**config.mk**
```make
export PLATFORM = sky130hd
export DESIGN_NAME = mips_multicycle_control_flat
export DESIGN_NICKNAME = d
export VERILOG_FILES = /design/src/rtl/mips_multicycle_control_if.sv /design/src/rtl/mips_multicycle_control.sv /design/src/flat_wrapper.sv
export SDC_FILE = /design/constraint.sdc
export NUM_CORES = 1
export LEC_CHECK = 0
export CORE_UTILIZATION = 40
export DETAILED_ROUTE_END_ITERATION = 8
export PLACE_DENSITY = 0.75
export RECOVER_POWER = 50
export SLEW_MARGIN = 25
export SYNTH_ARGS = -nofsm -noshare
export SYNTH_HDL_FRONTEND = slang
export SYNTH_SLANG_ARGS = --single-unit
export TNS_END_PERCENT = 100
```
**constraint.sdc**
```tcl
create_clock -name clk_i -period 3.2 [get_ports clk_i]
set_clock_uncertainty 0.15 [all_clocks]
set_input_delay 0.96 -clock clk_i [delete_from_list [all_inputs] [get_ports clk_i]]
set_output_delay 0.96 -clock clk_i [all_outputs]
set_load 0.01 [all_outputs]
```
**src/rtl/mips_multicycle_control_if.sv**
```systemverilog
// Control bundle between the multicycle MIPS controller and its datapath / unified memory.
// The master side is the controller; the slave side is the datapath that obeys it.
interface mips_multicycle_control_if #(parameter int STATE_WIDTH = 4);
  logic [5:0]             opcode_i;
  logic [5:0]             funct_i;
  logic                   zero_i;
  logic                   iord_o;
  logic                   mem_write_o;
  logic                   ir_write_o;
  logic                   reg_dst_o;
  logic                   mem_to_reg_o;
  logic                   reg_write_o;
  logic                   alu_src_a_o;
  logic [1:0]             alu_src_b_o;
  logic [2:0]             alu_control_o;
  logic [1:0]             pc_src_o;
  logic                   pc_en_o;
  logic [STATE_WIDTH-1:0] state_o;

  modport master (
    input  opcode_i, funct_i, zero_i,
    output iord_o, mem_write_o, ir_write_o, reg_dst_o, mem_to_reg_o, reg_write_o,
           alu_src_a_o, alu_src_b_o, alu_control_o, pc_src_o, pc_en_o, state_o
  );

  modport slave (
    output opcode_i, funct_i, zero_i,
    input  iord_o, mem_write_o, ir_write_o, reg_dst_o, mem_to_reg_o, reg_write_o,
           alu_src_a_o, alu_src_b_o, alu_control_o, pc_src_o, pc_en_o, state_o
  );
endinterface

```
**src/rtl/mips_multicycle_control.sv**
```systemverilog
// Moore controller for the multicycle MIPS datapath, with its ALU decoder.
// Optional feature: define MIPS_CTRL_BNE_EN to add the bne instruction (state 12).
module mips_multicycle_control #(
  parameter int STATE_WIDTH = 4
) (
  input  logic                       clk_i,
  input  logic                       rst_n_i,
  mips_multicycle_control_if.master  dp
);

  typedef enum logic [STATE_WIDTH-1:0] {
    FETCH    = 0,
    DECODE   = 1,
    MEMADR   = 2,
    MEMREAD  = 3,
    MEMWB    = 4,
    MEMWRITE = 5,
    EXECUTE  = 6,
    ALUWB    = 7,
    BRANCH   = 8,
    ADDIEX   = 9,
    ADDIWB   = 10,
    JUMP     = 11,
    BNE      = 12
  } state_t;

  typedef struct packed {
    logic       iord;
    logic       mem_write;
    logic       ir_write;
    logic       reg_dst;
    logic       mem_to_reg;
    logic       reg_write;
    logic       alu_src_a;
    logic [1:0] alu_src_b;
    logic [2:0] alu_control;
    logic [1:0] pc_src;
    logic       pc_write;
    logic       branch;
    logic       branch_ne;
  } ctrl_t;

  state_t state;
  state_t state_next;
  ctrl_t  ctrl;

  function automatic logic [2:0] alu_decode(input logic [5:0] funct);
    logic [2:0] op;
    case (funct)
      6'h20:   op = 3'b010;
      6'h22:   op = 3'b110;
      6'h24:   op = 3'b000;
      6'h25:   op = 3'b001;
      6'h2A:   op = 3'b111;
      default: op = 3'b010;
    endcase
    return op;
  endfunction

  function automatic ctrl_t ctrl_for(input state_t s, input logic [5:0] funct);
    ctrl_t c;
    c             = '0;
    c.alu_control = 3'b010;
    case (s)
      FETCH: begin
        c.alu_src_b = 2'b01;
        c.ir_write  = 1'b1;
        c.pc_write  = 1'b1;
      end
      DECODE:   c.alu_src_b = 2'b11;
      MEMADR: begin
        c.alu_src_a = 1'b1;
        c.alu_src_b = 2'b10;
      end
      MEMREAD:  c.iord = 1'b1;
      MEMWB: begin
        c.mem_to_reg = 1'b1;
        c.reg_write  = 1'b1;
      end
      MEMWRITE: begin
        c.iord      = 1'b1;
        c.mem_write = 1'b1;
      end
      EXECUTE: begin
        c.alu_src_a   = 1'b1;
        c.alu_control = alu_decode(funct);
      end
      ALUWB: begin
        c.reg_dst   = 1'b1;
        c.reg_write = 1'b1;
      end
      BRANCH: begin
        c.alu_src_a   = 1'b1;
        c.alu_control = 3'b110;
        c.pc_src      = 2'b01;
        c.branch      = 1'b1;
      end
`ifdef MIPS_CTRL_BNE_EN
      BNE: begin
        c.alu_src_a   = 1'b1;
        c.alu_control = 3'b110;
        c.pc_src      = 2'b01;
        c.branch_ne   = 1'b1;
      end
`endif
      ADDIEX: begin
        c.alu_src_a = 1'b1;
        c.alu_src_b = 2'b10;
      end
      ADDIWB:   c.reg_write = 1'b1;
      JUMP: begin
        c.pc_src   = 2'b10;
        c.pc_write = 1'b1;
      end
      default: ;
    endcase
    return c;
  endfunction

  function automatic state_t next_state(input state_t s, input logic [5:0] opcode);
    state_t n;
    n = FETCH;
    case (s)
      FETCH: n = DECODE;
      DECODE: begin
        case (opcode)
          6'h23, 6'h2B: n = MEMADR;
          6'h00:        n = EXECUTE;
          6'h04:        n = BRANCH;
          6'h08:        n = ADDIEX;
          6'h02:        n = JUMP;
`ifdef MIPS_CTRL_BNE_EN
          6'h05:        n = BNE;
`endif
          default:      n = FETCH;
        endcase
      end
      MEMADR: begin
        if (opcode == 6'h23)      n = MEMREAD;
        else if (opcode == 6'h2B) n = MEMWRITE;
        else                      n = FETCH;
      end
      MEMREAD: n = MEMWB;
      EXECUTE: n = ALUWB;
      ADDIEX:  n = ADDIWB;
      default: n = FETCH;
    endcase
    return n;
  endfunction

  assign state_next = next_state(state, dp.opcode_i);

  // Outputs are precomputed for the state being entered, so they are registered yet Moore-exact.
  always_ff @(posedge clk_i or negedge rst_n_i) begin
    if (!rst_n_i) begin
      state <= FETCH;
      ctrl  <= ctrl_for(FETCH, 6'h00);
    end else begin
      state <= state_next;
      ctrl  <= ctrl_for(state_next, dp.funct_i);
    end
  end

  // Reset masks everything at once, so an aborted instruction cannot leave a write enable high.
  assign dp.iord_o        = rst_n_i & ctrl.iord;
  assign dp.mem_write_o   = rst_n_i & ctrl.mem_write;
  assign dp.ir_write_o    = rst_n_i & ctrl.ir_write;
  assign dp.reg_dst_o     = rst_n_i & ctrl.reg_dst;
  assign dp.mem_to_reg_o  = rst_n_i & ctrl.mem_to_reg;
  assign dp.reg_write_o   = rst_n_i & ctrl.reg_write;
  assign dp.alu_src_a_o   = rst_n_i & ctrl.alu_src_a;
  assign dp.alu_src_b_o   = rst_n_i ? ctrl.alu_src_b   : 2'b00;
  assign dp.alu_control_o = rst_n_i ? ctrl.alu_control : 3'b010;
  assign dp.pc_src_o      = rst_n_i ? ctrl.pc_src      : 2'b00;
  assign dp.pc_en_o       = rst_n_i & (ctrl.pc_write
                                       | (ctrl.branch & dp.zero_i)
                                       | (ctrl.branch_ne & ~dp.zero_i));
  assign dp.state_o       = state;

endmodule

```
**src/flat_wrapper.sv**
```systemverilog
// flat-port wrapper written by rule: the top's interface ports become plain ports
module mips_multicycle_control_flat 
#(
  parameter int STATE_WIDTH = 4
)
  (clk_i, rst_n_i, dp_opcode_i, dp_funct_i, dp_zero_i, dp_iord_o, dp_mem_write_o, dp_ir_write_o, dp_reg_dst_o, dp_mem_to_reg_o, dp_reg_write_o, dp_alu_src_a_o, dp_alu_src_b_o, dp_alu_control_o, dp_pc_src_o, dp_pc_en_o, dp_state_o);
  mips_multicycle_control_if #(.STATE_WIDTH(STATE_WIDTH)) dp_i ();
  input  logic clk_i;
  input  logic rst_n_i;
  input wire logic [$bits(dp_i.opcode_i)-1:0] dp_opcode_i;
  input wire logic [$bits(dp_i.funct_i)-1:0] dp_funct_i;
  input wire logic [$bits(dp_i.zero_i)-1:0] dp_zero_i;
  output wire logic [$bits(dp_i.iord_o)-1:0] dp_iord_o;
  output wire logic [$bits(dp_i.mem_write_o)-1:0] dp_mem_write_o;
  output wire logic [$bits(dp_i.ir_write_o)-1:0] dp_ir_write_o;
  output wire logic [$bits(dp_i.reg_dst_o)-1:0] dp_reg_dst_o;
  output wire logic [$bits(dp_i.mem_to_reg_o)-1:0] dp_mem_to_reg_o;
  output wire logic [$bits(dp_i.reg_write_o)-1:0] dp_reg_write_o;
  output wire logic [$bits(dp_i.alu_src_a_o)-1:0] dp_alu_src_a_o;
  output wire logic [$bits(dp_i.alu_src_b_o)-1:0] dp_alu_src_b_o;
  output wire logic [$bits(dp_i.alu_control_o)-1:0] dp_alu_control_o;
  output wire logic [$bits(dp_i.pc_src_o)-1:0] dp_pc_src_o;
  output wire logic [$bits(dp_i.pc_en_o)-1:0] dp_pc_en_o;
  output wire logic [$bits(dp_i.state_o)-1:0] dp_state_o;
  assign dp_i.opcode_i = dp_opcode_i;
  assign dp_i.funct_i = dp_funct_i;
  assign dp_i.zero_i = dp_zero_i;
  assign dp_iord_o = dp_i.iord_o;
  assign dp_mem_write_o = dp_i.mem_write_o;
  assign dp_ir_write_o = dp_i.ir_write_o;
  assign dp_reg_dst_o = dp_i.reg_dst_o;
  assign dp_mem_to_reg_o = dp_i.mem_to_reg_o;
  assign dp_reg_write_o = dp_i.reg_write_o;
  assign dp_alu_src_a_o = dp_i.alu_src_a_o;
  assign dp_alu_src_b_o = dp_i.alu_src_b_o;
  assign dp_alu_control_o = dp_i.alu_control_o;
  assign dp_pc_src_o = dp_i.pc_src_o;
  assign dp_pc_en_o = dp_i.pc_en_o;
  assign dp_state_o = dp_i.state_o;
  mips_multicycle_control #(.STATE_WIDTH(STATE_WIDTH)) u_core (.clk_i(clk_i), .rst_n_i(rst_n_i), .dp(dp_i));
endmodule
```
* Word-level counts from Yosys, hierarchy flattened *
Cells that the tools add are included.

storage, ports and cells
  register bits = 20
  bits of input ports = 15
  output and inout port bits = 19
  logic and storage cells = 77

cells by class
  equality and inequality tests = 25
  muxes and demuxes = 20
  bitwise operators = 10
  reductions and logical operators = 9

operators by type and width
  operator            number
  $eq 6x6->1 const B  6
  $pmux 4 s6          1
  $eq 4x3->1 const B  5
  $eq 4x4->1 const B  5
  $pmux 4 s5          1
  $eq 4x2->1 const B  4
  $pmux 3 s4          1
  $and 1x1->1         9
  $mux 1              9
  $eq 4x1->1 const B  2
  $logic_not 4->1     2
  $reduce_or 2->1     4
  $eq 6x2->1 const B  1
  $eq 6x3->1 const B  1
  $eq 6x4->1 const B  1
  $logic_not 6->1     1
  $mux 3              2
  $pmux 2 s3          1
  $pmux 3 s2          1
  $mux 2              2
  $mux 4              1
  $pmux 2 s2          1
  $reduce_or 4->1     1
  $reduce_or 3->1     1
  $or 1x1->1          1

* Depth between registers and ports, before layout *
Gate-level depths: netlist (run 1).

  depth in word-level cells = 7
  gate-level depth with buffers = 7
  mapped depth without buffers = 6

* Worst setup path after synthesis (run 1) *
OpenSTA, ideal clock, no wires.

  path kind = input to register
  from = input dp_opcode_i[3]
  to = register u_core.ctrl[2] (netlist bit)
  library setup time = 0.082 ns
  data arrival time = 2.546 ns
  required time = 2.968 ns
  path slack = 0.421 ns
  stages = 6
  path buffers = 1
  path through = clkbuf_1 or3_1 or4_1 o311a_1 and3_4 mux2_2

between the ends
  cells in the longest elaborated chain, start to end = 7
  elaborated cells between the ends (all ways) = 15
  those cells by class = 6 x eq/ne; 5 x mux; 4 x reduce/logical

ends and longest elaborated chain
  what                                           RTL line                                                                                        source
  start: declaration                             flat_wrapper.sv:10                                                                              input wire logic [$bits(dp_i.opcode_i)-1:0] dp_opcode_i;
  $eq 6x6->1, on equally long branches           mips_multicycle_control.sv:126, mips_multicycle_control.sv:140, mips_multicycle_control.sv:139
  $reduce_or 2->1 or $mux 3 (tied branches)      mips_multicycle_control.sv:126, mips_multicycle_control.sv:140
  $pmux 4 s5 or $mux 4 (tied branches)           mips_multicycle_control.sv:126, mips_multicycle_control.sv:139
  $pmux 4 s6 (*)                                 mips_multicycle_control.sv:123                                                                  case (s)
  $eq 4x4->1 or $logic_not 4->1 (tied branches)  mips_multicycle_control.sv:64                                                                   case (s)
  $reduce_or 2->1 (no line) (*)                  -
  $mux 1 (*)                                     mips_multicycle_control.sv:64
  end signal: assignment                         mips_multicycle_control.sv:157                                                                  ctrl <= ctrl_for(FETCH, 6'h00);
  end signal: assignment                         mips_multicycle_control.sv:160                                                                  ctrl <= ctrl_for(state_next, dp.funct_i);
  end: declaration                               mips_multicycle_control.sv:45                                                                   ctrl_t ctrl;

Mark *: on every way between the ends. The rest lies on a longest branch, timed or not.

* Worst setup path in the final report (run 1) *
  from = input rst_n_i
  to = output dp_alu_control_o[2]

between the ends
  cells in the longest elaborated chain, start to end = 1

ends and longest elaborated chain
  what                RTL line                        source
  start: declaration  flat_wrapper.sv:9               input logic rst_n_i;
  $mux 3              mips_multicycle_control.sv:173  assign dp.alu_control_o = rst_n_i ? ctrl.alu_control : 3'b010;
  end: declaration    flat_wrapper.sv:21              output wire logic [$bits(dp_i.alu_control_o)-1:0] dp_alu_control_o;

Every way passes these cells.

==> results.md, run 1 <==
Floorplan:
- The number of I/O pins is 34.
- The row count is 17.
- The height of the chip is between 50 and 60 um.
- The total area inside the core boundary comes to roughly 2300 sq um.
- In this run the horizontal extent of the chip is a little over 50 um.
- The initial cell density of the core is approximately 43%.
- The floorplan step defined a die boundary enclosing 2660 sq um.

Layout:
- The final design instance area without fill is 1440 sq um.
- The core utilization of the finished layout is 63.1%.
- The post-route netlist has between 10% and 20% of its cells at a drive strength greater than 1.
- Compared with the post-synthesis result, the final layout area differs by 45.9%.
- The number of antenna diodes in the final layout is 0.
- After the last flow step, the layout net total stands at approximately 160.

Clocking:
- In this run the clock root is driven by a sky130_fd_sc_hd__clkbuf_4.
- The clock insertion delay at the later pin of the skew report is 0.29 ns.
- Clock-pin slew was measured on the worst setup and hold paths at between 0.1 and 0.15 ns.
- The post-CTS setup buffer count is 0.
- Counting along the longest clock path gives a buffer depth of 2.
- In this run, CTS created clock tree buffers numbering 3.
- In this run the number of H-tree levels came out at 1.
- The clock net sink count is 19.
- The number of hold-repair buffers added at the cts stage is 0.
- TritonCTS built the clock tree.

Setup path:
- The startpoint kind of the worst setup timing path is an input pin.
- In this run the critical register-to-register path is launched from u_core.dp.state_o[2]$_DFF_PN0_.
- At the worst endpoint, the arrival time is ~1.9 ns.
- The worst setup slack for register-to-register paths is about 0.84 ns.
- The worst setup path is of the in2out kind.
- The worst-case reg-to-reg path depth is 5.
- STA classifies the critical path endpoint as an output port.
- At the worst endpoint, the required time is approximately 2.1 ns.
- The largest driver fanout on the critical path is 12.
- The endpoint of the worst-slack reg-to-reg timing path is u_core.ctrl[2]$_DFF_PN1_.

GRT:
- The most utilized layer in the global route result is met2.
- Global routing consumed, on the met3 layer, 0.877% of the routing resources.
- The number of global-route vias before repair was 784.
- Global routing finished with a remaining overflow of 0.
- Global routing consumed, on the met2 layer, a little over 30% of the routing resources.
- Entering global routing, the biggest net connects 13 pins.
- The global-route wire length before repair is around 3400 um.
- The met1 routing resource usage after global routing is between 20% and 30%.
- For this run, the total global-route usage over all layers was measured as about 18%.
- The number of antenna violations at the first check in global routing was 0.

Yosys:
- The combined area of all synthesized cells is around 980 sq um.
- By area the synthesized netlist is led by sky130_fd_sc_hd__dfrtp_1 38%, sky130_fd_sc_hd__dfstp_2 11%, sky130_fd_sc_hd__and2_1 9.5%.
- The yosys synthesis warning count is 0.
- The most used flip-flop cell after synthesis is sky130_fd_sc_hd__dfrtp_1.
- The number of unique standard cell types used by synthesis is 37.
- Counting every instance in the synthesized netlist gives about 100.
- The synthesized design contains 0 enable-type register cells.
- The number of nets produced by synthesis is about 120.
- The number of storage elements in the synthesis netlist is 19.
- The average instance in the mapped netlist occupies 9.75 sq um.
- The largest total area in the synthesized netlist belongs to sky130_fd_sc_hd__dfrtp_1.
- For this run, asynchronously set or reset flops after synthesis account for 100%.
- Sequential cells were found to cover roughly 49% of the synthesized design area.
- The share of synthesized area in the top cell type comes to 38.1%.

Routing:
- The post-route antenna net violation count is 0.
- The number of design rule violations left after detail routing is 0.
- The routed design has 2060 um of wire.
- The number of search-and-repair iterations in the first detailed-routing pass is 4.
- The DRC violation total after the first TritonRoute iteration is 5.
- The final route contains between 800 and 900 vias.
- The number of vias per cell after detailed routing is 5.24.
- After detailed routing, the average wire length per cell comes to 12.2 um.

Hold path:
- The source of the worst hold timing path is u_core.dp.state_o[1]$_DFF_PN0_.
- The type of the tightest min-delay check is reg2reg.
- The worst hold path terminates at u_core.ctrl[16]$_DFF_PN0_.
- Counting instances, the worst hold path has a depth of 2.

Timing:
- The setup TNS is 0 ns.
- The post-route worst hold slack is 0.510 ns.
- The total count of max-transition violations in the final report came to 0.
- The hold violation count in the final report is 0.
- The final critical delay including setup and external delays is 3.05 ns.
- The final cycle utilization of the critical path is between 90% and 100%.
- The final count of negative-setup-slack endpoints is 0.
- The achievable frequency is roughly 330 MHz.
- Setup repair after global routing left no endpoint under its margin.
- At the pin with the least slew margin, the transition time is around 0.47 ns.
- Measured against its own limit, the worst slew margin works out to approximately two thirds.

Placement:
- The number of buffer cells added on primary ports is 33.
- At the end of routability-driven placement, the weighted congestion stood at 0.840.
- In this run the cell area measured after placement is 1380 sq um.
- Detailed placement finished with a half-perimeter wire length of around 1600 um.

Power:
- The worst-case IR drop observed on VDD is about 0.3 mV.
- The leakage power total is approximately 0.00066 uW.
- The completed layout was analyzed and its total power is 694 uW.
- The total power per unit cell area is between 400 and 500 nW/um^2.

Status:
- The run finished with clean final reports.

Run:
- The tool flagged a number of max-cap violations equal to 0.
## cell families after synthesis
group | Yosys count | synth area share [%]
compound gates | 15 | 10.8
xor+xnor | 3 | 2.67
simple gates | 53 | 31.9
flops | 19 | 48.8
buf+inv | 10 | 4.70
mux | 1 | 1.14
## how the worst max path moves through the flow
stage / end / depth (start not counted) / start
floorplan: u_core.ctrl[2]$_DFF_PN1_ / 6 / dp_opcode_i[3]
global placement: dp_pc_en_o / 4 / rst_n_i
detailed placement: dp_alu_src_a_o / 4 / rst_n_i
CTS: dp_alu_control_o[1] / 4 / rst_n_i
global route: dp_reg_dst_o / 4 / rst_n_i
finish: dp_alu_control_o[2] / 4 / rst_n_i
## worst max-delay path, stage by stage
cell and delay, ns:
sky130_fd_sc_hd__clkdlybuf4s15_2 0.21, sky130_fd_sc_hd__buf_12 0.12, sky130_fd_sc_hd__and2_1 0.12, sky130_fd_sc_hd__clkdlybuf4s50_1 0.53
## layout make-up
cell class,instances,area (sq um)
Multi-Input combinational cell,72,458
Tap cell,28,35.0
Clock inverter,1,5.00
Inverter,6,22.5
Sequential cell,19,480
Timing Repair Buffer,40,413
Fill cell,197,840
Clock buffer,3,22.5
## sequential cells by signal, summed over array words and instances (netlist names)
signal and flops:
u_core.dp.state_o 4, u_core.ctrl 15
## power breakdown
part	total, uW	switching (uW)	internal (uW)
registers	331	37.4	293
clock network	117	70.8	46.5
logic	246	110	136
## metal layers
metal | share of wire [%] | vias to the layer above
met5 | 0 | -
met4 | 1.3 | 0
met3 | 4.2 | 2
met2 | 52 | 24
met1 | 43 | 433
li1 | - | 426
## layout by cell type, fill, tap and decap left out, drive strengths merged, types with 2 or more instances in the layout
cell,n
nor3,5
dfstp,4
buf,4
nand2,7
clkdlybuf4s50,25
nor3b,3
dlygate4sd2,3
or3b,2
o311a,2
nand2b,5
clkbuf,5
dlygate4sd3,3
o21ai,4
a21oi,3
xor2,2
nor2,5
and2,15
dfrtp,15
and3,3
inv,6
## stage by stage
step / std cells / setup WS, ns
floorplan: 101 / 0.421
global placement: 164 / -0.199
detailed placement: 164 / -0.219
CTS: 169 / 0.0328
global route: 169 / 0.0891
finish: 169 / 0.149
## Yosys cell counts, drive strengths merged, types with 2 or more instances
cell type  instances
nand2b             5
and3               3
o311a              2
nor3b              3
nor3               5
o21ai              4
clkbuf             2
nor2               5
buf                2
nand2              7
or3b               2
dfstp              4
xor2               2
and2              15
inv                6
a21oi              3
dfrtp             15
## what timing repair did
item | in CTS | in global routing
cloned | 1 | 0
endpoints found under the setup margin | 15 | 1
resized for setup | 6 | 1
Note: power is estimated with default switching activity, not from simulation.
==> inputs of run 2 (changes only) <==
GPL_ROUTABILITY_DRIVEN = 0   (was unset)
==> results of run 2 <==
No change in the layout: final DEF, timing and power equal those of run 1.
